==> src/rtl/seq_engine.sv <==
// seq_engine: parametrised instruction sequencer.
// Instructions enter a small FIFO through a valid/ready port and execute in
// order against an internal register file. SEND serialises a full register
// onto a TX_W-wide UART strobe interface and stalls on i_tx_busy.
module seq_engine #(
  parameter int unsigned DATA_W     = 16,
  parameter int unsigned NREG       = 4,
  parameter int unsigned TX_W       = 8,
  parameter int unsigned FIFO_DEPTH = 4,
  parameter int unsigned MSB_FIRST  = 0,
  localparam int unsigned RN_W      = $clog2(NREG),
  localparam int unsigned INST_W    = 2 + 3*RN_W,
  localparam int unsigned IMM_W     = INST_W - 2 - RN_W
) (
  input  logic              clk,
  input  logic              rst,
  input  logic [INST_W-1:0] i_inst,
  input  logic              i_inst_valid,
  output logic              o_inst_ready,
  output logic [TX_W-1:0]   o_tx_data,
  output logic              o_tx_valid,
  input  logic              i_tx_busy,
  output logic              o_idle
);

  localparam int unsigned AW     = $clog2(FIFO_DEPTH);
  localparam int unsigned NBYTES = DATA_W / TX_W;
  localparam int unsigned CNT_W  = $clog2(NBYTES + 1);

  localparam logic [AW:0]      PTR_ONE = (AW+1)'(1);
  localparam logic [CNT_W-1:0] CNT_ONE = CNT_W'(1);

  typedef enum logic [1:0] {ST_IDLE, ST_SEND, ST_GAP} state_e;
  typedef enum logic [1:0] {OP_PUSH, OP_ADD, OP_MULT, OP_SEND} op_e;

  // Instruction FIFO storage and pointers (extra MSB distinguishes full/empty)
  logic [INST_W-1:0] fifo_q [FIFO_DEPTH];
  logic [INST_W-1:0] fifo_d [FIFO_DEPTH];
  logic [AW:0]       wr_ptr_q, wr_ptr_d;
  logic [AW:0]       rd_ptr_q, rd_ptr_d;

  // Register file and SEND datapath
  logic [DATA_W-1:0] regs_q [NREG];
  logic [DATA_W-1:0] regs_d [NREG];
  logic [DATA_W-1:0] shift_q, shift_d;
  logic [CNT_W-1:0]  cnt_q, cnt_d;
  logic [TX_W-1:0]   tx_data_q, tx_data_d;
  logic              tx_valid_q, tx_valid_d;
  state_e            state_q, state_d;

  logic              fifo_empty;
  logic              fifo_full;
  logic              push;
  logic [INST_W-1:0] head;
  op_e               head_op;
  logic [RN_W-1:0]   head_ra, head_rb, head_rc;
  logic [IMM_W-1:0]  head_imm;
  logic [TX_W-1:0]   cur_byte;
  logic [DATA_W-1:0] shift_nxt;

  assign fifo_empty = (wr_ptr_q == rd_ptr_q);
  assign fifo_full  = (wr_ptr_q[AW] != rd_ptr_q[AW]) &&
                      (wr_ptr_q[AW-1:0] == rd_ptr_q[AW-1:0]);
  assign push       = i_inst_valid & ~fifo_full;

  assign head     = fifo_q[rd_ptr_q[AW-1:0]];
  assign head_op  = op_e'(head[INST_W-1 -: 2]);
  assign head_ra  = head[INST_W-3 -: RN_W];
  assign head_rb  = head[INST_W-3-RN_W -: RN_W];
  assign head_rc  = head[RN_W-1:0];
  assign head_imm = head[IMM_W-1:0];

  // Byte order is fixed at elaboration: take from the top and shift left,
  // or take from the bottom and shift right.
  assign cur_byte  = (MSB_FIRST != 0) ? shift_q[DATA_W-1 -: TX_W] : shift_q[TX_W-1:0];
  assign shift_nxt = (MSB_FIRST != 0) ? (shift_q << TX_W) : (shift_q >> TX_W);

  assign o_inst_ready = ~fifo_full;
  assign o_tx_data    = tx_data_q;
  assign o_tx_valid   = tx_valid_q;
  assign o_idle       = fifo_empty && (state_q == ST_IDLE);

  // FIFO write side: accept whenever not full, regardless of a same-cycle pop
  always_comb begin
    fifo_d   = fifo_q;
    wr_ptr_d = wr_ptr_q;
    if (push) begin
      fifo_d[wr_ptr_q[AW-1:0]] = i_inst;
      wr_ptr_d                 = wr_ptr_q + PTR_ONE;
    end
  end

  // Sequencer: pop/execute in IDLE, emit one byte per SEND->GAP pair
  always_comb begin
    state_d    = state_q;
    rd_ptr_d   = rd_ptr_q;
    regs_d     = regs_q;
    shift_d    = shift_q;
    cnt_d      = cnt_q;
    tx_data_d  = tx_data_q;
    tx_valid_d = 1'b0;
    case (state_q)
      ST_IDLE: begin
        if (!fifo_empty) begin
          rd_ptr_d = rd_ptr_q + PTR_ONE;
          case (head_op)
            OP_PUSH: regs_d[head_ra] = DATA_W'(head_imm);
            OP_ADD:  regs_d[head_rc] = regs_q[head_ra] + regs_q[head_rb];
            OP_MULT: regs_d[head_rc] = regs_q[head_ra] * regs_q[head_rb];
            default: begin
              shift_d = regs_q[head_ra];
              cnt_d   = CNT_W'(NBYTES);
              state_d = ST_SEND;
            end
          endcase
        end
      end
      ST_SEND: begin
        if (!i_tx_busy) begin
          tx_data_d  = cur_byte;
          tx_valid_d = 1'b1;
          shift_d    = shift_nxt;
          cnt_d      = cnt_q - CNT_ONE;
          state_d    = ST_GAP;
        end
      end
      ST_GAP: begin
        // busy is deliberately not sampled here: the strobe is still high
        state_d = (cnt_q != '0) ? ST_SEND : ST_IDLE;
      end
      default: state_d = ST_IDLE;
    endcase
  end

  // State registers with asynchronous active-low reset
  always_ff @(posedge clk or negedge rst) begin
    if (!rst) begin
      for (int unsigned i = 0; i < FIFO_DEPTH; i++) fifo_q[i] <= '0;
      for (int unsigned i = 0; i < NREG; i++)       regs_q[i] <= '0;
      wr_ptr_q   <= '0;
      rd_ptr_q   <= '0;
      shift_q    <= '0;
      cnt_q      <= '0;
      tx_data_q  <= '0;
      tx_valid_q <= 1'b0;
      state_q    <= ST_IDLE;
    end else begin
      fifo_q     <= fifo_d;
      regs_q     <= regs_d;
      wr_ptr_q   <= wr_ptr_d;
      rd_ptr_q   <= rd_ptr_d;
      shift_q    <= shift_d;
      cnt_q      <= cnt_d;
      tx_data_q  <= tx_data_d;
      tx_valid_q <= tx_valid_d;
      state_q    <= state_d;
    end
  end

endmodule

==> config.mk <==
export PLATFORM = sky130hd
export DESIGN_NAME = seq_engine
export DESIGN_NICKNAME = d
export VERILOG_FILES = /design/src/rtl/seq_engine.sv
export SDC_FILE = /design/constraint.sdc
export NUM_CORES = 1
export LEC_CHECK = 0
export ABC_AREA = 1
export BUFFER_PORTS_ARGS = -buffer_cell sky130_fd_sc_hd__buf_2
export CORE_MARGIN = 5
export CORE_UTILIZATION = 40
export CTS_BUF_LIST = sky130_fd_sc_hd__clkbuf_8
export DETAILED_ROUTE_END_ITERATION = 6
export PLACE_DENSITY = 0.57
export SETUP_SLACK_MARGIN = 0.02
export SYNTH_ARGS = -nofsm -noshare
export SYNTH_HDL_FRONTEND = slang
export SYNTH_SLANG_ARGS = --single-unit
==> constraint.sdc <==
create_clock -name clk -period 9.01 [get_ports clk]
set_input_delay 0.901 -clock clk [delete_from_list [all_inputs] [get_ports clk]]
set_output_delay 0.901 -clock clk [all_outputs]
set_load 0.01 [all_outputs]
# --- After elaboration in Yosys (flattened, before gate mapping) ---
# Index checks and enable logic that the tools add are counted.
classes:
  n_lt_le_gt_ge: 8
  bitwise_logic: 9
  add_sub_neg: 4
  n_mul: 1
  eq_ne: 10
  n_mux: 35
  n_reduce_logical: 16
ops:
  columns: ["op", "count"]
  rows:
  - ["$bwmux 64", 3]
  - ["$pmux 64 s3", 1]
  - ["$mux 16", 9]
  - ["$bmux 16 s2", 2]
  - ["$demux 16 s2", 2]
  - ["$bwmux 32", 1]
  - ["$pmux 16 s2", 1]
  - ["$mux 8", 3]
  - ["$add 16x16->16", 1]
  - ["$bmux 8 s2", 1]
  - ["$demux 8 s2", 1]
  - ["$mul 16x16->16", 1]
  - ["$ge 3x3->1 const B", 5]
  - ["$not 2->3", 5]
  - ["$mux 2", 6]
  - ["$lt 3x1->1 const B", 3]
  - ["$add 3x1->3 const B", 2]
  - ["$ne 2x2->1 const B", 3]
  - ["$pmux 2 s3", 1]
  - ["$reduce_and 3->1", 2]
  - ["$logic_and 1x1->1", 5]
  - ["$eq 2x1->1 const B", 2]
  - ["$eq 2x2->1 const B", 2]
  - ["$logic_not 2->1", 2]
  - ["13 further kinds", 19]
word_totals:
  wordCells: 98
  inputBits: 12
  register_bits: 131

# --- Longest topological paths before layout ---
depth:
  depth_word: 11
  mapped_depth: 44

# --- Worst setup path before layout ---
# Ideal clock, no wire load.
synth_timing:
  path_type: "register -> register"
  from: "register rd_ptr_q[0]"
  to: "register regs_q[29] (netlist bit)"
  path_buffers: 4
  slack_ns: 2.618
  t_required_ns: 8.877
  period_less_slack_ns: 6.392
  t_arrival_ns: 6.259
  stages_incl_launch_ff: 37
  cell_sequence: "dfrtp_1 -> buf_4 -> nand2_2 -> nand3_4 -> nand2_4 -> buf_6 -> buf_6 -> o21ai_1 -> nand2_1 -> buf_6 -> inv_1 -> nor2_1 -> fa_1 -> inv_1 -> fa_1 -> fa_1 -> inv_1 -> ha_1 -> fa_1 -> inv_1 -> fa_1 -> inv_1 -> ha_1 -> nand2_1 -> inv_1 -> a221oi_1 -> o41ai_1 -> nand2_1 -> nand2_1 -> a21o_1 -> or2_2 -> nand2_1 -> inv_1 -> o21ai_0 -> nand2_1 -> o211ai_1 -> o21ai_0"
synth_via:
  elab_chain_cells: 11
synth_rtl:
  columns: ["item", "line", "rtl"]
  rows:
  - ["from (decl)", "40", "logic [AW:0] rd_ptr_q, rd_ptr_d;"]
  - ["from (signal assigned)", "151", "rd_ptr_q <= rd_ptr_d;"]
  - ["$not 2->3 (implied by the code)", "66", "assign head = fifo_q[rd_ptr_q[AW-1:0]];"]
  - ["$bmux 8 s2", "66", null]
  - ["$mux 8 (implied by the code) (2 in a row)", "66", null]
  - ["$not 2->3, on equally long branches", "107, 108, 109", null]
  - ["$bmux 16 s2, or another cell as far along", "108, 109", null]
  - ["$mux 16 (implied by the code), or another cell as far along", "108, 109", null]
  - ["$mux 16, on equally long branches", "108, 109, 107", null]
  - ["$mul 16x16->16, or another cell as far along", "109", "OP_MULT: regs_d[head_rc] = regs_q[head_ra] * regs_q[head_rb];"]
  - ["$bwmux 64, on equally long branches", "109, 107, 108", null]
  - ["$pmux 64 s3", "106", "case (head_op)"]
  - ["to (signal assigned)", "149", "regs_q <= regs_d;"]
  - ["to (decl)", "43", "logic [DATA_W-1:0] regs_q [NREG];"]
# Several ways; a longest one is shown, not always the timed one. The select of a mux whose other input is x is not followed.
# A chain may end at the register's enable or synchronous reset.

# --- Worst setup path after layout ---
layout_timing:
  from: "register rd_ptr_q[1]"
  to: "register regs_q[47] (netlist bit)"
# Same word-level chain as after synthesis.

==> results.md <==
- Number of fill cells: 3,411
- Die width: 192 um
- Hold crit path type: in2async
- Die ar.: 36,900 sq um
- Final Setup Violations: 0
- Clock Path Buffers: 2
- Synthesized Nets: 2,057
- Rows: 66
- Area Overhead vs Synth: 6.26%
- Hold bufs inserted after CTS: 0
- Critical path peak fanout: 39
- Via count: 12,700
- Root Buffer: clkbuf_8
- Synth cell types: 48
- Tcrit/Tclk final: 0.871
- Seq/Total Area, Yosys: 0.247
- TritonCTS clock tree: yes
- Post-Synthesis Cells: 1,891
- Core area: 32,600 sq um
- Prevailing post-synth register cell: dfrtp_1
- FMAX: 127 MHz
- Starting density of the core: 0.406
- Gpl congestion: 0.932
- Critical Path Sink: regs_q[47]
- Crit-path slowest cell: dfrtp_1
- Initial antenna violation count: 1
- Synth Cell Area: 13,300 sq um
- # DRC: 3
- RSZ-0062 raised after global routing: no
- Post-DR vias/cell: 5.44
- Max Cap Viol: 0
- Ys Warns: 0
- Rel. slew slack: 0.290
- Most used cell, CP: nand2_1
- CTS resizes: 0
- Post-synth EDFFs: 0
- Routed WL per cell: 19.0 um
- Ys async rst share: 1.00
- Port Buf Inserts: 22
- Critical path origin: rd_ptr_q[1]
- GRT Total Usage: 0.245
- Nets: 2,037
- Synth Area per Inst: 7.01 sq um
- R2R Setup Slk: 1160 ps
- Detailed Route WL: 44.3 mm
- Worst R2R Start: rd_ptr_q[1]
- Num ports: 23
- Die span in y: 192 um
- Worst EP arrival: 8230 ps
- Final hold violation count: 0
- Largest net degree at the start of global routing: 76
- Startpoint types: register
- Crit-path max cell delay: 580 ps
- Drt first-iter violations: 1,402
- Post-DP HPWL: 33.0 mm
- #FFs+latches synth: 131
- Total CTS buffers: 17
- Antenna viol nets, final: 0
- Crit. End Element: register
- WS Path Type: reg2reg
- Vias in the first global route: 12,100
- H-tree lvl count: 4
- Crit Reg-Reg Endpoint: regs_q[47]
- Worst Path Required: 9390 ps
- Setup TNS Final: 0 ps
- Sink Count: 131
- Share of cells above drive strength 1: 0.0674
- Clock-pin slew on the worst setup and hold paths: 80 ps
- First-pass DRT Iterations: 7
- Outcome: finished, violations left
- Total grt overflow: 0
- Count of pins over their slew limit: 0
- R2r worst-path depth: 36
- First-pass GRT wire length: 69.2 mm
- Clk_skew: 38.1 ps
- Setup bufs post-CTS: 0
- Failing checks: DRC
- Slew @ Worst Pin: 1060 ps
- Clock latency on the worst-skew pair: 510 ps
- Fin crit period: 7850 ps
-- metal layers --
layer  wire length [um]  vias up  GRT usage
met2              20200      527      0.389
met3               3380       79     0.0465
met5                 76        -     0.0165
met1              19200     6065      0.332
met4               1390        2     0.0913
li1                   -     5980          -
-- cell type report --
class / count / area, sq um / share of cell area
Antenna cell: 1 / 2.50 / 0.000178
Clock buffer: 17 / 234 / 0.0166
Clock inverter: 14 / 211 / 0.0150
Inverter: 318 / 1200 / 0.0849
Multi-Input combinational cell: 1366 / 8380 / 0.595
Sequential cell: 131 / 3280 / 0.233
Tap cell: 442 / 553 / 0.0393
Timing Repair Buffer: 37 / 229 / 0.0163
-- metrics by stage --
stage | area (sq um) | utilization | std cells | hold WS [ps] | worst slack [ps]
finish | 14100 | 0.432 | 2326 | 366 | 1160
detailed placement | 13600 | 0.418 | 2294 | 455 | 1200
global placement | 13600 | 0.418 | 2294 | 449 | 1400
global route | 14100 | 0.432 | 2325 | 386 | 522
floorplan | 13300 | - | 1891 | 444 | 2620
CTS | 14100 | 0.432 | 2325 | 366 | 1160
-- flip-flops by register name, indices dropped and copies added (netlist names) --
name	count
fifo_q	32
wr_ptr_q	3
rd_ptr_q	3
cnt_q	2
regs_q	64
state_q	2
shift_q	16
o_tx_data	8
o_tx_valid	1
-- cell usage in the layout, fill, tap and decap left out, drive strengths merged, types with 28 or more instances in the layout --
master,count
o22ai,28
o21ai,215
ha,74
dfrtp,131
a21oi,84
buf,37
nor2,114
nand3,131
inv,315
fa,80
o211ai,29
nand2,525
-- worst max-delay path: cells and delay by family (launching register included) --
kind | cells | cell delay, ps
fa+ha+maj | 7 | 3110
compound gates | 6 | 1040
simple gates | 15 | 2090
flops | 1 | 580
buf+inv | 8 | 920
-- cell families (layout without fill, tap and decap cells) --
| family | Yosys count | after routing | share of synthesized area |
|---|---|---|---|
| compound gates | 387 | 387 | 0.161 |
| xor+xnor | 33 | 33 | 0.0218 |
| fa+ha+maj | 154 | 154 | 0.191 |
| buf+inv | 394 | 386 | 0.121 |
| flops | 131 | 131 | 0.247 |
| mux | 1 | 1 | 0.00170 |
| other cells | 0 | 1 | 0 |
| simple gates | 791 | 791 | 0.257 |
-- Yosys cell counts, types with 15 or more instances --
cell	number	area [sq um]
o211ai_1	29	218
nand2_2	21	131
o21ai_0	201	1010
dfrtp_1	131	3280
a21oi_1	83	415
fa_1	80	1600
inv_1	306	1150
clkbuf_1	45	169
nand2_1	500	1880
nand3_1	120	601
xnor2_1	18	158
nor2_1	105	394
xor2_1	15	131
o22ai_1	28	175
ha_1	74	926
-- worst min-delay path by stage --
stage / startpoint / endpoint / slack (ps)
floorplan: shift_q[0] / o_tx_data[0] / 440
global placement: o_tx_data[5] / o_tx_data[5] / 450
detailed placement: o_tx_data[5] / o_tx_data[5] / 450
CTS: rst / fifo_q[17] / 370
global route: rst / fifo_q[17] / 390
finish: rst / fifo_q[17] / 370
Power is left out: the tool's default activity adds up to more than one toggle a clock period on the data nets, which glitch-free logic cannot reach.
